--- src/rtl/hnf_mshr_wakeup_ctl_if.sv ---
// Handshake bundle for the MSHR sleep/wakeup controller.
// Sizing comes from `HNF_PARAM (N = `MSHR_ENTRIES_NUM, W = `MSHR_ENTRIES_WIDTH).
// The master side drives the hazard/retire/ready signals; the slave side is the controller.

`ifndef MSHR_ENTRIES_NUM
`define MSHR_ENTRIES_NUM 8
`endif
`ifndef MSHR_ENTRIES_WIDTH
`define MSHR_ENTRIES_WIDTH 3
`endif
`ifndef HNF_PARAM
`define HNF_PARAM parameter int unsigned N = `MSHR_ENTRIES_NUM, parameter int unsigned W = `MSHR_ENTRIES_WIDTH
`endif

interface hnf_mshr_wakeup_ctl_if #(`HNF_PARAM);
    logic         mshr_alloc_en_s1_q;
    logic [W-1:0] mshr_entry_idx_alloc_s1_q;
    logic         rxreq_cam_hazard_s1_q;
    logic [N-1:0] rxreq_cam_hazard_entry_s1_q;
    logic         mshr_l3_hazard_valid_sx3_q;
    logic [N-1:0] pipe_cam_hazard_entry_sx3_q;
    logic [N-1:0] pipe_sleep_entry_sx3_q;
    logic         mshr_dbf_retired_valid_sx1_q;
    logic [W-1:0] mshr_dbf_retired_idx_sx1_q;
    logic         pipe_wakeup_ready_sx1;
    logic [N-1:0] mshr_sleep_entry_q;
    logic         mshr_wakeup_valid_sx1_q;
    logic [W-1:0] mshr_wakeup_idx_sx1_q;

    modport master (
        output mshr_alloc_en_s1_q, mshr_entry_idx_alloc_s1_q,
        output rxreq_cam_hazard_s1_q, rxreq_cam_hazard_entry_s1_q,
        output mshr_l3_hazard_valid_sx3_q, pipe_cam_hazard_entry_sx3_q, pipe_sleep_entry_sx3_q,
        output mshr_dbf_retired_valid_sx1_q, mshr_dbf_retired_idx_sx1_q, pipe_wakeup_ready_sx1,
        input  mshr_sleep_entry_q, mshr_wakeup_valid_sx1_q, mshr_wakeup_idx_sx1_q
    );

    modport slave (
        input  mshr_alloc_en_s1_q, mshr_entry_idx_alloc_s1_q,
        input  rxreq_cam_hazard_s1_q, rxreq_cam_hazard_entry_s1_q,
        input  mshr_l3_hazard_valid_sx3_q, pipe_cam_hazard_entry_sx3_q, pipe_sleep_entry_sx3_q,
        input  mshr_dbf_retired_valid_sx1_q, mshr_dbf_retired_idx_sx1_q, pipe_wakeup_ready_sx1,
        output mshr_sleep_entry_q, mshr_wakeup_valid_sx1_q, mshr_wakeup_idx_sx1_q
    );
endinterface

--- src/rtl/hnf_mshr_wakeup_ctl.sv ---
// MSHR sleep/wakeup controller: entries that hit a live blocker go to sleep, wake to a
// pending state when the blocker retires, and are re-offered to the pipeline one per cycle.
// Optional feature macro: HNF_MSHR_WAKEUP_RR_EN selects round-robin wakeup arbitration;
// without it the lowest pending index wins and no pointer exists.

`ifndef MSHR_ENTRIES_NUM
`define MSHR_ENTRIES_NUM 8
`endif
`ifndef MSHR_ENTRIES_WIDTH
`define MSHR_ENTRIES_WIDTH 3
`endif
`ifndef HNF_PARAM
`define HNF_PARAM parameter int unsigned N = `MSHR_ENTRIES_NUM, parameter int unsigned W = `MSHR_ENTRIES_WIDTH
`endif

module hnf_mshr_wakeup_ctl #(`HNF_PARAM) (
    input  logic                  clk,
    input  logic                  rst,
    hnf_mshr_wakeup_ctl_if.slave  io_bus
);

    function automatic logic [W-1:0] f_enc(input logic [N-1:0] oh);
        logic [W-1:0] b;
        b = '0;
        for (int i = 0; i < N; i++) begin
            if (oh[i]) b = b | W'(i);
        end
        return b;
    endfunction

    logic [N-1:0] r_sleep, w_sleep_d;
    logic [N-1:0] r_pend, w_pend_d;
    logic [W-1:0] r_wait [N];
    logic [W-1:0] w_wait_d [N];
    logic         r_valid, w_valid_d;
    logic [W-1:0] r_idx, w_idx_d;

    logic         w_ret;
    logic [W-1:0] w_ret_idx;
    logic [N-1:0] w_ret_oh;
    logic         w_accept;
    logic [N-1:0] w_acc_oh;
    logic         w_a_en, w_p_en;
    logic [W-1:0] w_a_idx, w_a_blk, w_p_idx, w_p_blk;
    logic [N-1:0] w_req;
    logic [W-1:0] w_blk [N];
    logic [N-1:0] w_cand;
    logic         w_found;
    logic [W-1:0] w_sel;

`ifdef HNF_MSHR_WAKEUP_RR_EN
    logic [W-1:0] r_ptr, w_ptr_d;
    logic [W-1:0] w_idx_inc;
    logic [W-1:0] w_start;
    logic [N-1:0] w_rot;
`endif

    assign w_ret     = io_bus.mshr_dbf_retired_valid_sx1_q;
    assign w_ret_idx = io_bus.mshr_dbf_retired_idx_sx1_q;
    assign w_ret_oh  = w_ret ? (N'(1) << w_ret_idx) : '0;
    assign w_accept  = r_valid & io_bus.pipe_wakeup_ready_sx1;
    assign w_acc_oh  = w_accept ? (N'(1) << r_idx) : '0;

    assign w_a_en  = io_bus.mshr_alloc_en_s1_q & io_bus.rxreq_cam_hazard_s1_q;
    assign w_a_idx = io_bus.mshr_entry_idx_alloc_s1_q;
    assign w_a_blk = f_enc(io_bus.rxreq_cam_hazard_entry_s1_q);
    assign w_p_en  = io_bus.mshr_l3_hazard_valid_sx3_q;
    assign w_p_idx = f_enc(io_bus.pipe_sleep_entry_sx3_q);
    assign w_p_blk = f_enc(io_bus.pipe_cam_hazard_entry_sx3_q);

    // Per-entry sleep request; the allocation path overrides the pipeline path on a clash.
    always_comb begin
        for (int i = 0; i < N; i++) begin
            w_req[i] = 1'b0;
            w_blk[i] = '0;
            if (w_p_en && w_p_idx == W'(i)) begin
                w_req[i] = 1'b1;
                w_blk[i] = w_p_blk;
            end
            if (w_a_en && w_a_idx == W'(i)) begin
                w_req[i] = 1'b1;
                w_blk[i] = w_a_blk;
            end
        end
    end

    // Next sleep/pending/wait state; later statements take priority, own-retire last.
    always_comb begin
        w_sleep_d = r_sleep;
        w_pend_d  = r_pend;
        for (int i = 0; i < N; i++) begin
            w_wait_d[i] = r_wait[i];
            if (w_acc_oh[i]) w_pend_d[i] = 1'b0;
            if (r_sleep[i] && w_ret && r_wait[i] == w_ret_idx) begin
                w_sleep_d[i] = 1'b0;
                w_pend_d[i]  = 1'b1;
            end
            if (w_req[i]) begin
                // Blocker already gone this cycle: go straight to pending.
                if (w_ret && w_blk[i] == w_ret_idx) begin
                    w_pend_d[i] = 1'b1;
                end else begin
                    w_sleep_d[i] = 1'b1;
                    w_wait_d[i]  = w_blk[i];
                end
            end
            if (w_ret_oh[i]) begin
                w_sleep_d[i] = 1'b0;
                w_pend_d[i]  = 1'b0;
            end
        end
    end

    // Candidates exclude the entry accepted now and any entry retiring now.
    assign w_cand = r_pend & ~w_acc_oh & ~w_ret_oh;

`ifdef HNF_MSHR_WAKEUP_RR_EN
    assign w_idx_inc = (r_idx == W'(N - 1)) ? '0 : r_idx + 1'b1;
    assign w_start   = w_accept ? w_idx_inc : r_ptr;
    assign w_ptr_d   = w_accept ? w_idx_inc : r_ptr;
    assign w_rot     = (w_cand >> w_start) | (w_cand << (int'(N) - int'(w_start)));

    // Round-robin pick: first pending entry at or above the search start, wrapping.
    always_comb begin
        w_found = 1'b0;
        w_sel   = '0;
        for (int k = 0; k < N; k++) begin
            if (!w_found && w_rot[k]) begin
                w_found = 1'b1;
                w_sel   = W'((int'(w_start) + k) % int'(N));
            end
        end
    end
`else
    // Fixed-priority pick: lowest pending index.
    always_comb begin
        w_found = 1'b0;
        w_sel   = '0;
        for (int k = 0; k < N; k++) begin
            if (!w_found && w_cand[k]) begin
                w_found = 1'b1;
                w_sel   = W'(k);
            end
        end
    end
`endif

    // Output register: hold while stalled, drop on retire of the offered entry, else reload.
    always_comb begin
        w_valid_d = r_valid;
        w_idx_d   = r_idx;
        if (r_valid && w_ret && w_ret_idx == r_idx) begin
            w_valid_d = 1'b0;
        end else if (!r_valid || w_accept) begin
            w_valid_d = w_found;
            if (w_found) w_idx_d = w_sel;
        end
    end

    // State registers with asynchronous active-high reset.
    always_ff @(posedge clk or posedge rst) begin
        if (rst) begin
            r_sleep <= '0;
            r_pend  <= '0;
            r_valid <= 1'b0;
            r_idx   <= '0;
            for (int i = 0; i < N; i++) r_wait[i] <= '0;
        end else begin
            r_sleep <= w_sleep_d;
            r_pend  <= w_pend_d;
            r_valid <= w_valid_d;
            r_idx   <= w_idx_d;
            for (int i = 0; i < N; i++) r_wait[i] <= w_wait_d[i];
        end
    end

`ifdef HNF_MSHR_WAKEUP_RR_EN
    // Round-robin pointer: one past the last accepted entry.
    always_ff @(posedge clk or posedge rst) begin
        if (rst) r_ptr <= '0;
        else     r_ptr <= w_ptr_d;
    end
`endif

    assign io_bus.mshr_sleep_entry_q      = r_sleep;
    assign io_bus.mshr_wakeup_valid_sx1_q = r_valid;
    assign io_bus.mshr_wakeup_idx_sx1_q   = r_idx;

endmodule
--- src/flat_wrapper.sv ---
// flat-port wrapper written by rule: the top's interface ports become plain ports
module hnf_mshr_wakeup_ctl_flat 
#(`HNF_PARAM)
  (clk, rst, io_bus_mshr_alloc_en_s1_q, io_bus_mshr_entry_idx_alloc_s1_q, io_bus_rxreq_cam_hazard_s1_q, io_bus_rxreq_cam_hazard_entry_s1_q, io_bus_mshr_l3_hazard_valid_sx3_q, io_bus_pipe_cam_hazard_entry_sx3_q, io_bus_pipe_sleep_entry_sx3_q, io_bus_mshr_dbf_retired_valid_sx1_q, io_bus_mshr_dbf_retired_idx_sx1_q, io_bus_pipe_wakeup_ready_sx1, io_bus_mshr_sleep_entry_q, io_bus_mshr_wakeup_valid_sx1_q, io_bus_mshr_wakeup_idx_sx1_q);
  hnf_mshr_wakeup_ctl_if io_bus_i ();
  input  logic clk;
  input  logic rst;
  input wire logic [$bits(io_bus_i.mshr_alloc_en_s1_q)-1:0] io_bus_mshr_alloc_en_s1_q;
  input wire logic [$bits(io_bus_i.mshr_entry_idx_alloc_s1_q)-1:0] io_bus_mshr_entry_idx_alloc_s1_q;
  input wire logic [$bits(io_bus_i.rxreq_cam_hazard_s1_q)-1:0] io_bus_rxreq_cam_hazard_s1_q;
  input wire logic [$bits(io_bus_i.rxreq_cam_hazard_entry_s1_q)-1:0] io_bus_rxreq_cam_hazard_entry_s1_q;
  input wire logic [$bits(io_bus_i.mshr_l3_hazard_valid_sx3_q)-1:0] io_bus_mshr_l3_hazard_valid_sx3_q;
  input wire logic [$bits(io_bus_i.pipe_cam_hazard_entry_sx3_q)-1:0] io_bus_pipe_cam_hazard_entry_sx3_q;
  input wire logic [$bits(io_bus_i.pipe_sleep_entry_sx3_q)-1:0] io_bus_pipe_sleep_entry_sx3_q;
  input wire logic [$bits(io_bus_i.mshr_dbf_retired_valid_sx1_q)-1:0] io_bus_mshr_dbf_retired_valid_sx1_q;
  input wire logic [$bits(io_bus_i.mshr_dbf_retired_idx_sx1_q)-1:0] io_bus_mshr_dbf_retired_idx_sx1_q;
  input wire logic [$bits(io_bus_i.pipe_wakeup_ready_sx1)-1:0] io_bus_pipe_wakeup_ready_sx1;
  output wire logic [$bits(io_bus_i.mshr_sleep_entry_q)-1:0] io_bus_mshr_sleep_entry_q;
  output wire logic [$bits(io_bus_i.mshr_wakeup_valid_sx1_q)-1:0] io_bus_mshr_wakeup_valid_sx1_q;
  output wire logic [$bits(io_bus_i.mshr_wakeup_idx_sx1_q)-1:0] io_bus_mshr_wakeup_idx_sx1_q;
  assign io_bus_i.mshr_alloc_en_s1_q = io_bus_mshr_alloc_en_s1_q;
  assign io_bus_i.mshr_entry_idx_alloc_s1_q = io_bus_mshr_entry_idx_alloc_s1_q;
  assign io_bus_i.rxreq_cam_hazard_s1_q = io_bus_rxreq_cam_hazard_s1_q;
  assign io_bus_i.rxreq_cam_hazard_entry_s1_q = io_bus_rxreq_cam_hazard_entry_s1_q;
  assign io_bus_i.mshr_l3_hazard_valid_sx3_q = io_bus_mshr_l3_hazard_valid_sx3_q;
  assign io_bus_i.pipe_cam_hazard_entry_sx3_q = io_bus_pipe_cam_hazard_entry_sx3_q;
  assign io_bus_i.pipe_sleep_entry_sx3_q = io_bus_pipe_sleep_entry_sx3_q;
  assign io_bus_i.mshr_dbf_retired_valid_sx1_q = io_bus_mshr_dbf_retired_valid_sx1_q;
  assign io_bus_i.mshr_dbf_retired_idx_sx1_q = io_bus_mshr_dbf_retired_idx_sx1_q;
  assign io_bus_i.pipe_wakeup_ready_sx1 = io_bus_pipe_wakeup_ready_sx1;
  assign io_bus_mshr_sleep_entry_q = io_bus_i.mshr_sleep_entry_q;
  assign io_bus_mshr_wakeup_valid_sx1_q = io_bus_i.mshr_wakeup_valid_sx1_q;
  assign io_bus_mshr_wakeup_idx_sx1_q = io_bus_i.mshr_wakeup_idx_sx1_q;
  hnf_mshr_wakeup_ctl u_core (.clk(clk), .rst(rst), .io_bus(io_bus_i));
endmodule
--- config.mk ---
export PLATFORM = sky130hd
export DESIGN_NAME = hnf_mshr_wakeup_ctl_flat
export DESIGN_NICKNAME = d
export VERILOG_FILES = /design/src/rtl/hnf_mshr_wakeup_ctl_if.sv /design/src/rtl/hnf_mshr_wakeup_ctl.sv /design/src/flat_wrapper.sv
export SDC_FILE = /design/constraint.sdc
export NUM_CORES = 1
export LEC_CHECK = 0
export CAP_MARGIN = 15
export CELL_PAD_IN_SITES_DETAIL_PLACEMENT = 1
export CELL_PAD_IN_SITES_GLOBAL_PLACEMENT = 2
export CORE_MARGIN = 4
export CORE_UTILIZATION = 34
export DETAILED_ROUTE_END_ITERATION = 8
export PLACE_DENSITY_LB_ADDON = 0.1
export SETUP_SLACK_MARGIN = 0.02
export SYNTH_ARGS = -nofsm -noshare
export SYNTH_HDL_FRONTEND = slang
export SYNTH_SLANG_ARGS = --single-unit
--- constraint.sdc ---
create_clock -name clk -period 2.15 [get_ports clk]
set_input_delay 0.3225 -clock clk [delete_from_list [all_inputs] [get_ports clk]]
set_output_delay 0.3225 -clock clk [all_outputs]
set_load 0.005 [all_outputs]
==> flow_summary.yaml <==
status:
  status: "finished, violations left"
  violations: "setup timing"
die:
  std_cell_rows: 39
  die_area_um2: 13500
  die_height_um: 116
  io_pins: 49
  dieWidth_um: 116
  core_area_um2: 11500
  initial_core_util: 0.348
grt:
  gr-total-overflow: 0
  grt_pass1_vias: 5637
  antenna_found_initial: 0
  grt_usage: 0.284
  grt_max_degree: 45
  grt_first_pass_wirelength_um: 30000
cells_and_area:
  nNetsFinal: 764
  final_common_cell: "buf_4"
  area_growth_pct: 81.9
  fillers: 1291
  diodes: 0
  final_cell_mix: "192 x buf_4, 44 x dfrtp_1, 31 x nand2_1"
  final_cells: 871
  postLayoutCoreUtil: 0.634
  drive_gt1_frac: 0.519
route:
  drt_iter0_drc: 320
  drc: 0
  vias: 5381
  ant_nets: 0
  drt_wl_total_um: 21200
  vias_per_cell: 6.18
  wl_per_cell_um: 24.4
  dr.pass1.iters: 5
timing:
  clock.fmax_mhz: 444
  setup_ws_ps: -99.9
  final-hold-violation-count: 0
  layout_worst_path_cycle_share: 1.05
  setup_viol: 8
  drv_slew: 0
  slew_headroom: 0.601
  period_needed_ps: 2250
  rsz0062_at_grt: "true"
  fin_skew_ps: 11.2
  worst_pin_slew_ps: 598
min_path:
  hold_path_class: "in -> async"
yosys:
  syn_inst: 485
  synth-seq-area-share: 0.276
  synth_area_um2: 3990
  ys_async_sr_fraction: 1.00
  yosysWarnings: 0
  avgSynthCellArea_um2: 8.23
  synthesis.nets: 522
  ys_types: 79
  synth-edff-count: 0
  synthFlopType: "dfrtp_1"
  synth_seq_cells: 44
power:
  power_density_nw_per_um2: 603
  p_leak_nw: 3.01
  peakVddDrop_v: 0.000679
setup_path:
  worst_setup_path_end_kind: "flip-flop"
  cp.arrival_ps: 2470
  crit_fanout: 4
  start_kind: "primary input"
  worstPathRequired_ps: 2370
  critPathBufInv: 1
  critPathKind: "in -> reg"
  cpMostUsedCell: "or4_4"
  cpPeakStageDelay_ps: 480
  crit_chain: "clkdlybuf4s15_1, or4_4, or4_4, o311ai_4, o211ai_4, or3b_4, a21oi_2"
  slowest_stage: "or4_4"
  crit_family: "simple AND/OR/NAND/NOR gates"
cts:
  clk_latency_ps: 300
  clock-sinks: 44
  cts.clk_slew.worst_paths_ps: 70
  cts-root-buf: "clkbuf_16"
  cts_tree: "yes"
  htreeDepth: 2
  cts.path.max_buffers: 2
  cts_buffers: 5
place:
  dpl.hpwl_um: 13600
  dp_cells: 835
  globalplace.congestion: 0.901
  port_buffers: 45
job:
  cap_viol_max_count: 0
==> sequential cells by signal, indices dropped and copies added (netlist names) <==
name                                   cells
u_core.io_bus.mshr_wakeup_valid_sx1_q      1
u_core.r_wait                             24
u_core.io_bus.mshr_wakeup_idx_sx1_q        3
u_core.r_pend                              8
u_core.io_bus.mshr_sleep_entry_q           8
==> per-stage QoR <==
stage	cell area [um2]	total power, mW	TNS [ps]	hold slack, ps	setup WS (ps)
5_1_grt	7270	4.62	-1250	548	-168
4_1_cts	6790	4.16	-389	526	-136
3_5_place_dp	6050	3.12	-29560	510	-851
6_report	7270	4.38	-416	494	-99.9
3_3_place_gp	6050	3.07	-26810	495	-811
2_1_floorplan	4120	2.17	-2460	474	-347
==> cell type report <==
type | count | area [um2] | share of cell area
clock buffer | 6 | 139 | 0.0191
inverter | 12 | 45.0 | 0.00620
tap | 143 | 179 | 0.0246
multi-input combinational | 400 | 3580 | 0.493
clock inverter | 2 | 38.8 | 0.00534
sequential | 44 | 1100 | 0.152
timing repair buffer | 264 | 2180 | 0.300
==> cells in the mapped netlist (3+ instances only) <==
cell type / n / area share
buf_1: 3 / 0.0028
a311o_1: 5 / 0.013
o31ai_1: 7 / 0.013
xnor2_1: 15 / 0.033
a21boi_0: 3 / 0.0056
o211ai_1: 5 / 0.0094
and2_1: 4 / 0.0063
o41a_1: 3 / 0.0085
o21ai_0: 27 / 0.034
nand3_1: 15 / 0.019
nor3_1: 26 / 0.033
a21oi_1: 23 / 0.029
a32oi_1: 3 / 0.0066
and3_1: 3 / 0.0047
or2_2: 4 / 0.0063
a221oi_1: 3 / 0.0066
a22oi_1: 9 / 0.017
xor2_1: 20 / 0.044
a211oi_1: 7 / 0.013
o41ai_1: 5 / 0.011
nor2b_1: 4 / 0.0063
o22ai_1: 10 / 0.016
o2bb2ai_1: 3 / 0.0066
buf_6: 3 / 0.0085
nor4_2: 3 / 0.0094
nand2b_1: 6 / 0.0094
nor3b_1: 3 / 0.0056
nand4_1: 15 / 0.023
dfrtp_1: 44 / 0.28
o22a_1: 6 / 0.013
nor4_1: 10 / 0.016
a2bb2oi_1: 6 / 0.013
nor2_1: 30 / 0.028
inv_1: 12 / 0.011
mux2_2: 8 / 0.023
clkbuf_1: 19 / 0.018
nand2_1: 34 / 0.032
o21a_1: 5 / 0.0094
a31oi_1: 13 / 0.020
or4_1: 7 / 0.013
==> worst register-to-register path, cell delays in order, from the launching register on <==
cell and delay [ps]:
dfrtp_1 410, buf_4 180, nand4_1 210, o21a_1 280, o2bb2ai_1 210, nand4_1 220, o21a_1 220, o21a_1 160
==> what timing repair did <==
action                     CTS  global route
gates cloned                 1             0
setup endpoints to repair   44            41
setup buffers               19             9
resized for setup          142           106
hold buffers                 0             0
pin swaps                   44            38
==> per-layer routing <==
metal  GRT usage  wire length [um]
met3      0.0409               986
met2       0.508             10800
met1       0.350              8440
met5           0                 0
met4      0.0928              1040
==> kinds of logic after synthesis <==
logic type | share of synthesized area
flops | 0.276
simple gates | 0.268
buf+inv | 0.0511
mux | 0.0251
compound gates | 0.304
xor+xnor | 0.0768
==> final timing paths <==
path,startpoint,to,slack (ps),cells past startpoint
worst max-delay path,io_bus_pipe_sleep_entry_sx3_q[2],u_core.r_pend[1],-100,7
worst min-delay path,rst,u_core.r_pend[4],490,3
worst max register to register,u_core.io_bus.mshr_wakeup_idx_sx1_q[1],u_core.io_bus.mshr_wakeup_idx_sx1_q[1],150,7
worst min register to register,u_core.r_wait[17],u_core.r_wait[17],520,1
max in group asynchronous,rst,u_core.r_wait[15],1240,3
min in group clk,u_core.r_wait[17],u_core.r_wait[17],520,1
==> report_power, final <==
group	total, mW	internal (mW)	leakage, nW	switching [mW]
Combinational	2.20	1.12	2.41	1.08
Sequential	1.24	1.04	0.514	0.201
Clock	0.937	0.583	0.0871	0.355
Note: power is estimated with default switching activity, not from simulation.
==> variant, RTL diff (config.mk and constraints unchanged) <==
Add a define of `HNF_MSHR_WAKEUP_RR_EN`.
--- a/src/rtl/hnf_mshr_wakeup_ctl.sv
+++ b/src/rtl/hnf_mshr_wakeup_ctl.sv
@@ -2,6 +2,8 @@
 // pending state when the blocker retires, and are re-offered to the pipeline one per cycle.
 // Optional feature macro: HNF_MSHR_WAKEUP_RR_EN selects round-robin wakeup arbitration;
 // without it the lowest pending index wins and no pointer exists.
+
+`define HNF_MSHR_WAKEUP_RR_EN
 
 `ifndef MSHR_ENTRIES_NUM
 `define MSHR_ENTRIES_NUM 8
Formal check against the unedited RTL: not equivalent (Yosys sat finds a counterexample within 4 cycles, from zero or initial values and one cycle with rst high).
==> variant against the unedited design <==
The flow still finishes with violations (negative setup slack). Maximum frequency down 38%. Cell area grew 17%. Routed wire length up 51%. Sequential cell count increased by 3. Area after synthesis up 8.1%. Setup slack worse by 1.4 ns.
Power is not compared: it rests on default switching activity, and its combinational part moved more than twofold at a synthesized area within 25%.
==> variant: results (changes against the unedited design) <==
For the sequential element share of the synthesized area, the log shows 27.25% (was 27.57%). The run gives 141 (was 142) as the count of cells resized by post-cts repair. Leading cell types by count after synthesis: 53 x nand2_1, 47 x dfrtp_1, 44 x nor2_1, 41 x xor2_1, 35 x o22ai_1 (was 44 x dfrtp_1, 34 x nand2_1, 30 x nor2_1, 27 x o21ai_0, 26 x nor3_1).

The logic depth of the worst register-to-register path was 13 (was 7); the data arrival time of the critical path was 3.78 ns (was 2.47 ns). The tools report the detailed-route wire length as 31.95 mm (was 21.22 mm). The tools report the cell count after placement as 885 (was 835).

The logs give 0.9365 (was 0.9013) for the final RePlAce weighted congestion and 42 (was 8) for the count of final setup violators. The post-synthesis instance total was 510 (was 485); the number of global-route vias before repair was 6156 (was 5637). Number of warnings reported in the yosys synthesis log: 0 (unchanged).

The logs give 70 (was 79) for the count of different cell masters after synthesis and 6 (was 5) for the first-pass detailed-route iteration total. The first-pass GRT wire length was 36.02 mm (was 29.98 mm). Most area-consuming cells after synthesis: dfrtp_1 27%, xor2_1 8.3%, mux2_2 6.3% (was dfrtp_1 28%, xor2_1 4.4%, o21ai_0 3.4%). The logs give -1.468 ns (was -0.09988 ns) for the final setup slack of the worst path and 49 (was 19) for the buffers inserted during post-CTS setup optimization. Violated checks: negative setup slack (unchanged). The post-route clock skew came out at 0.01483 ns (was 0.01115 ns). The slew of the pin with the lowest slew margin is 0.6632 ns (was 0.5984 ns), and the net count after synthesis is 555 (was 522). The run gives 720 (was 320) as the violation count after the first detailed-route iteration.

The run finished, with violations left. The number of nets in the final layout was 861 (was 764); the pin count of the biggest net entering global routing was 48 (was 45). The largest fanout of any net on the critical path was 5 (was 4).
## variant: cell count changes after synthesis, sizes merged, moves of 8 or more
cell | before | now
o22ai | 10 | 36
xor2 | 20 | 41
nand2 | 34 | 54
nor3 | 26 | 7
clkbuf | 21 | 5
mux2 | 8 | 24
nor2 | 30 | 45
or4 | 11 | 0
a22oi | 9 | 0
buf | 7 | 16
ha | 0 | 8
o21ai | 29 | 21
## variant: cell families (layout without fill, tap and decap cells)
group	count (synthesis)	count (layout)	share of synthesized area [%]
AOI/OAI and AO/OA	133	133	21.92
muxes	32	32	8.408
DFF	47	47	27.25
adders and majority gates	8	8	2.320
xor gates and xnor gates	55	55	11.34
and+or+nand+nor	198	198	24.62
buffers and inverters	37	344	4.146
## variant: path summary, 6_finish.rpt
kind	start	end	slack (ns)
max	u_core.io_bus.mshr_wakeup_idx_sx1_q[0]$_DFFE_PP0P_	u_core.io_bus.mshr_wakeup_idx_sx1_q[2]$_DFFE_PP0P_	-1.47
min	rst	u_core.r_pend[5]$_DFF_PP0_	0.43
max reg2reg	u_core.io_bus.mshr_wakeup_idx_sx1_q[0]$_DFFE_PP0P_	u_core.io_bus.mshr_wakeup_idx_sx1_q[2]$_DFFE_PP0P_	-1.47
min reg2reg	u_core.r_wait[2]$_DFFE_PP0P_	u_core.r_wait[2]$_DFFE_PP0P_	0.54
max in group asynchronous	rst	u_core.io_bus.mshr_wakeup_idx_sx1_q[0]$_DFFE_PP0P_	1.45
min in group clk	u_core.r_wait[2]$_DFFE_PP0P_	u_core.r_wait[2]$_DFFE_PP0P_	0.54
## variant: area by class of cell
cell class,count,area (sq um)
inverters,16,68.82
flip-flops and latches,47,1179
repair buffers,320,2590
clock inverters,3,43.79
fillers,1298,3706
clock buffers,5,125.1
well taps,168,210.2
multi-input cells,426,4289
## variant: metal layers
layer,GRT usage (%),vias to the layer above,part of all wire (%)
li1,-,2514,-
met4,8.711,0,9.6
met2,55.68,521,47
met1,40.34,3147,35
met5,0,-,0
met3,6.268,224,8.7
## variant: worst max-delay path: stages (launching register included)
cell and delay (ns):
dfrtp_2 0.49, inv_2 0.14, buf_4 0.16, ha_1 0.32
nand4b_1 0.22, nand3_1 0.31, a32oi_1 0.21, nor2_1 0.41
o31ai_4 0.17, buf_6 0.15, nor2_4 0.16, nand2_2 0.13
o41ai_2 0.37, o22ai_1 0.20
## variant: stage by stage
step                setup WS (ns)  instance area [sq um]  TNS [ns]  power (uW)  hold WS [ns]
finish                     -1.468                   8506    -11.19       11270        0.4267
floorplan                  -1.040                   4676    -3.980        4820        0.4994
global route               -1.535                   8506    -12.62       11450        0.4508
global placement           -1.194                   6619    -26.72        7507        0.5085
detailed placement         -1.270                   6619    -33.31        7647        0.5203
CTS                        -1.033                   7569    -3.962        9484        0.4070
